## src/rtl/pong_pkg.sv

```systemverilog
// Shared definitions for the LED-matrix bounce game: match states and field geometry.
package pong_pkg;

  typedef enum logic [2:0] {
    ST_IDLE  = 3'd0,
    ST_SERVE = 3'd1,
    ST_PLAY  = 3'd2,
    ST_PAUSE = 3'd3,
    ST_POINT = 3'd4,
    ST_OVER  = 3'd5
  } pong_state_e;

  localparam logic [3:0] UP_MOST   = 4'd0;
  localparam logic [3:0] DOWN_MOST = 4'd15;
  localparam logic [3:0] BAR1_Y    = 4'd12;
  localparam logic [3:0] BAR2_Y    = 4'd3;

  function automatic logic [13:0] score_to_disp(input logic [3:0] s1, input logic [3:0] s2);
    return (14'(s1) * 14'd100) + 14'(s2);
  endfunction

endpackage

```

## src/rtl/pong_game_ctrl_rise_detect.sv

```systemverilog
// One-bit rising-edge detector for the start button level.
module rise_detect (
  input  logic CLK,
  input  logic RSTn,
  input  logic din,
  output logic rise
);

  logic prev;
  logic primed;

  // Keep last cycle's sample; primed stays low for the first cycle after reset so a
  // button already held down while reset releases is not mistaken for a fresh press.
  always_ff @(posedge CLK or negedge RSTn) begin
    if (!RSTn) begin
      prev   <= 1'b0;
      primed <= 1'b0;
    end else begin
      prev   <= din;
      primed <= 1'b1;
    end
  end

  assign rise = primed & din & ~prev;

endmodule

```

## src/rtl/pong_game_ctrl.sv

```systemverilog
// Match-flow controller: serve, rally, point, pause and game over, plus score keeping.
module pong_game_ctrl
  import pong_pkg::*;
#(
  parameter logic [3:0] WIN_SCORE   = 4'd5,
  parameter logic [7:0] SERVE_TICKS = 8'd16,
  parameter logic [7:0] POINT_TICKS = 8'd32
) (
  input  logic        CLK,
  input  logic        RSTn,
  input  logic        tick,
  input  logic        start,
  input  logic [3:0]  ball_y,
  output logic        ball_run,
  output logic        ball_load,
  output logic        serve_side,
  output logic [3:0]  score1,
  output logic [3:0]  score2,
  output logic        blink,
  output logic [13:0] disp_value,
  output logic [2:0]  state
);

  pong_state_e st;
  logic [7:0]  tick_cnt;
  logic [7:0]  tick_cnt_inc;
  logic        start_rise;
  logic        miss1;
  logic        miss2;

  assign tick_cnt_inc = tick_cnt + 8'd1;
  assign miss1        = (ball_y == DOWN_MOST);
  assign miss2        = (ball_y == UP_MOST);
  assign state        = st;

  rise_detect u_start_rise (
    .CLK  (CLK),
    .RSTn (RSTn),
    .din  (start),
    .rise (start_rise)
  );

  // Match sequencer; every output is a register updated together with the state,
  // and the tick counter is left alone across PLAY/PAUSE since neither uses it.
  always_ff @(posedge CLK or negedge RSTn) begin
    if (!RSTn) begin
      st         <= ST_IDLE;
      tick_cnt   <= 8'd0;
      ball_run   <= 1'b0;
      ball_load  <= 1'b0;
      serve_side <= 1'b0;
      score1     <= 4'd0;
      score2     <= 4'd0;
      blink      <= 1'b0;
    end else begin
      ball_load <= 1'b0;
      case (st)
        ST_IDLE: begin
          ball_run <= 1'b0;
          blink    <= 1'b0;
          if (start_rise) begin
            st         <= ST_SERVE;
            tick_cnt   <= 8'd0;
            score1     <= 4'd0;
            score2     <= 4'd0;
            serve_side <= 1'b0;
            ball_load  <= 1'b1;
          end
        end
        ST_SERVE: begin
          if (tick) begin
            if (tick_cnt_inc == SERVE_TICKS) begin
              st       <= ST_PLAY;
              tick_cnt <= 8'd0;
              ball_run <= 1'b1;
            end else begin
              tick_cnt <= tick_cnt_inc;
            end
          end
        end
        ST_PLAY: begin
          if (miss1) begin
            if (score2 < WIN_SCORE) score2 <= score2 + 4'd1;
            serve_side <= 1'b0;
            st         <= ST_POINT;
            tick_cnt   <= 8'd0;
            ball_run   <= 1'b0;
          end else if (miss2) begin
            if (score1 < WIN_SCORE) score1 <= score1 + 4'd1;
            serve_side <= 1'b1;
            st         <= ST_POINT;
            tick_cnt   <= 8'd0;
            ball_run   <= 1'b0;
          end else if (start_rise) begin
            st       <= ST_PAUSE;
            ball_run <= 1'b0;
          end
        end
        ST_PAUSE: begin
          if (start_rise) begin
            st       <= ST_PLAY;
            ball_run <= 1'b1;
          end
        end
        ST_POINT: begin
          if (tick) begin
            blink <= ~blink;
            if (tick_cnt_inc == POINT_TICKS) begin
              tick_cnt <= 8'd0;
              if ((score1 == WIN_SCORE) || (score2 == WIN_SCORE)) begin
                st <= ST_OVER;
              end else begin
                st        <= ST_SERVE;
                ball_load <= 1'b1;
                blink     <= 1'b0;
              end
            end else begin
              tick_cnt <= tick_cnt_inc;
            end
          end
        end
        ST_OVER: begin
          if (start_rise) begin
            st         <= ST_SERVE;
            tick_cnt   <= 8'd0;
            score1     <= 4'd0;
            score2     <= 4'd0;
            serve_side <= 1'b0;
            ball_load  <= 1'b1;
            blink      <= 1'b0;
          end else if (tick) begin
            blink <= ~blink;
          end
        end
        default: begin
          st       <= ST_IDLE;
          tick_cnt <= 8'd0;
          ball_run <= 1'b0;
          blink    <= 1'b0;
        end
      endcase
    end
  end

  // Display value is rebuilt from the registered scores, so it trails a score change by one cycle.
  always_ff @(posedge CLK or negedge RSTn) begin
    if (!RSTn) begin
      disp_value <= 14'd0;
    end else begin
      disp_value <= score_to_disp(score1, score2);
    end
  end

endmodule

```

## config.mk

```make
export PLATFORM = sky130hd
export DESIGN_NAME = pong_game_ctrl
export DESIGN_NICKNAME = d
export VERILOG_FILES = /design/src/rtl/pong_pkg.sv /design/src/rtl/pong_game_ctrl_rise_detect.sv /design/src/rtl/pong_game_ctrl.sv
export SDC_FILE = /design/constraint.sdc
export NUM_CORES = 1
export LEC_CHECK = 0
export ABC_AREA = 0
export CAP_MARGIN = 20
export CORE_AREA = 2 2 83 85
export CTS_CLUSTER_DIAMETER = 200
export DETAILED_ROUTE_END_ITERATION = 12
export DIE_AREA = 0 0 85 87
export GPL_ROUTABILITY_DRIVEN = 0
export PLACE_DENSITY = 0.62
export SLEW_MARGIN = 25
export SYNTH_ARGS = -nofsm -noshare
export SYNTH_HDL_FRONTEND = slang
export SYNTH_HIERARCHICAL = 1
export SYNTH_SLANG_ARGS = --single-unit
```

## constraint.sdc

```tcl
create_clock -name CLK -period 3.1 [get_ports CLK]
set_input_delay 0.62 -clock CLK [delete_from_list [all_inputs] [get_ports CLK]]
set_output_delay 0.62 -clock CLK [all_outputs]
set_load 0.01 [all_outputs]
```

==> qor.csv <==
metric,value,unit
run status,"complete, no violations",
router iterations before antenna repair,4,
Worst R2R Start,score1[0],
sequential area share after synthesis,0.366,
chip height,87,µm
critical path type,reg2reg,
initial antenna violation count,0,
starting DRC count in detailed routing,132,
CP startpoint,score1[0],
post-CTS repair timing setup buffer count,0,
fillcell total,633,
ys async rst share,1.00,
post-CTS sizing,0,
Logic pwr share,0.539,
CTS Buf Count,5,
final setup fails,0,
antenna diode count,0,
critical path peak fanout,8,
global-route wire length before repair,9280,µm
hold buffer count at CTS,0,
Internal,1.50,mW
io pins,37,
post-DP HPWL,3790,µm
Unique masters post-synth,63,
"Top FF cell, synth",dfrtp_1,
yosys warns,6,
Die ar.,7400,µm²
Hold Crit Class,in2async,
grt ovf,0,
vias in the first global route,1984,
Mapped Cells,267,
Crit path arrival time,2740,ps
Layout Skew,8.03,ps
cell area after synthesis,2530,µm²
share of cells above drive strength 1,0.0933,
Max-slew headroom,0.452,
sequential share of power,0.328,
H-tree depth,2,
maximum vdd drop,399,µV
fmax,395,MHz
CTS max path bufs,2,
P_leak,1.33,nW
Net Sw Power,1.08,mW
Post-synth EDFFs,0,
GRT Total Usage,0.153,
Die Width,85,µm
sw frac,0.418,
"Reg clk slew, reported paths",80,ps
Starting Density,0.385,
core box area,6570,µm²
Clock Tree Root,clkbuf_8,
Core Rows,30,
dpl cell area,2920,µm²
synth-to-layout area growth,19.0,%
Final Hold Viols,0,
Clock Power Share,0.134,
required time of the critical path,3310,ps
I/O Buffers,34,
final clock period utilization by the worst path,0.816,
largest net degree at the start of global routing,38,
min cycle time layout,2530,ps
clk sinks,37,
post-synthesis sequential element count,37,
clk_lat worst skew,290,ps
Sum Neg Setup Slack,0,ps
RSZ-0062 raised after global routing,no,
nets,327,
design area,3010,µm²
slew of the pin with the lowest slew margin,823,ps
DRC Markers,0,
Cell Pwr Density,856,nW/µm²
routed len/inst,13.7,µm
ANT nets after route,0,
Setup crit end kind,flip-flop,
vias per std cell,5.26,
via count,1999,
WL final,5210,µm
Syn Area/Cell,9.48,µm²
Final Slew Violations,0,
Worst Setup Start Kind,flip-flop,
CTS tree,done,
max cap viols,0,
==> kinds of logic (layout without fill, tap and decap cells) <==
logic type / after synthesis / count (layout) / synth area share
other: 2 / 3 / 0.00297
AND/OR/NAND/NOR: 87 / 87 / 0.188
buffers and inverters: 34 / 66 / 0.0618
multiplexers: 3 / 3 / 0.0119
adder cells (fa/ha/maj): 20 / 20 / 0.105
XOR/XNOR: 14 / 14 / 0.0484
flip-flops: 37 / 37 / 0.366
AO/OA/AOI/OAI: 70 / 70 / 0.216
==> through the flow <==
step,power [mW],hold WS [ps],util,worst slack (ps),std cells
after floorplan,1.72,324,-,743,268
after global placement,2.24,456,0.445,522,372
after detailed placement,2.26,469,0.445,481,372
after CTS,2.62,458,0.459,530,380
after global routing,2.82,500,0.459,419,380
final,2.58,413,0.459,569,380
==> routing by layer <==
metal / GRT usage / vias up / share of wire
met4: 0.0433 / 0 / 0.0059
met1: 0.209 / 950 / 0.49
li1: - / 1010 / -
met5: 0 / - / 0
met2: 0.249 / 37 / 0.47
met3: 0.0294 / 2 / 0.033
==> flip-flops by register name, summed over array words and instances (netlist names) <==
name and flops:
state 3, score2 4, tick_cnt 8, u_start_rise/prev 1, serve_side 1, ball_load 1, score1 4, u_start_rise/primed 1
blink 1, disp_value 12, ball_run 1
==> power by group through the flow <==
stage | registers (mW) | logic [mW] | clock network [mW]
after global placement | 0.854 | 1.38 | 0
after global routing | 0.882 | 1.56 | 0.381
after CTS | 0.851 | 1.41 | 0.362
final | 0.846 | 1.39 | 0.344
after floorplan | 0.860 | 0.861 | 0
after detailed placement | 0.860 | 1.40 | 0
==> worst max-delay path, stage by stage (launching register included) <==
cell and delay (ps):
dfrtp_1 510, inv_1 100, ha_1 330, ha_1 220, inv_1 70, fa_1 450, or3_1 430, nor3_1 200
xnor2_1 140
==> cells in the mapped netlist (all sizes together) (3+ instances only) <==
master,instances,area share
inv,19,0.028
nand3b,3,0.014
o31ai,4,0.014
xor2,4,0.014
nand4,5,0.012
a2111oi,3,0.020
o2bb2ai,3,0.010
o41ai,3,0.013
nor3,8,0.016
nor2,15,0.022
xnor2,10,0.035
a21oi,14,0.029
mux2i,3,0.012
a31oi,3,0.0074
nor2b,6,0.015
nor4,3,0.0099
ha,18,0.089
o21ai,13,0.026
dfrtp,37,0.37
nand2,23,0.034
buf,13,0.031
nand2b,5,0.012
a21boi,3,0.0089
or4,3,0.010
a21o,7,0.021
nand3,3,0.0059
==> path summary, 6_finish.rpt <==
| check | slack (ps) | to | depth (start not counted) |
|---|---|---|---|
| min in group CLK | 480 | disp_value[1] | 0 |
| max | 570 | disp_value[10] | 8 |
| min reg2reg | 480 | disp_value[1] | 0 |
| min | 410 | tick_cnt[0] | 1 |
| max reg2reg | 570 | disp_value[10] | 8 |
| max in group asynchronous | 2150 | disp_value[10] | 1 |
==> layout make-up <==
type	count	area, µm²	area share
tap	80	100	0.0332
sequential	37	926	0.307
inverter	19	71.3	0.0237
multi-input combinational	197	1450	0.482
clock inverter	3	21.3	0.00706
timing repair buffer	39	373	0.124
clock buffer	5	68.8	0.0228
==> layout by cell type (no fill, tap or decap), drive strengths merged, types with 5 or more instances in the layout <==
cell           netlist  layout
dfrtp               37      37
ha                  18      18
nand2b               5       5
a21oi               14      14
o21ai               13      13
xnor2               10      10
buf                 13       6
clkdlybuf4s50        0      33
a21o                 7       7
nor2                15      15
inv                 19      20
clkbuf               2       5
nand4                5       5
nor3                 8       8
nor2b                6       6
nand2               23      23
(Power assumes the default switching activity.)
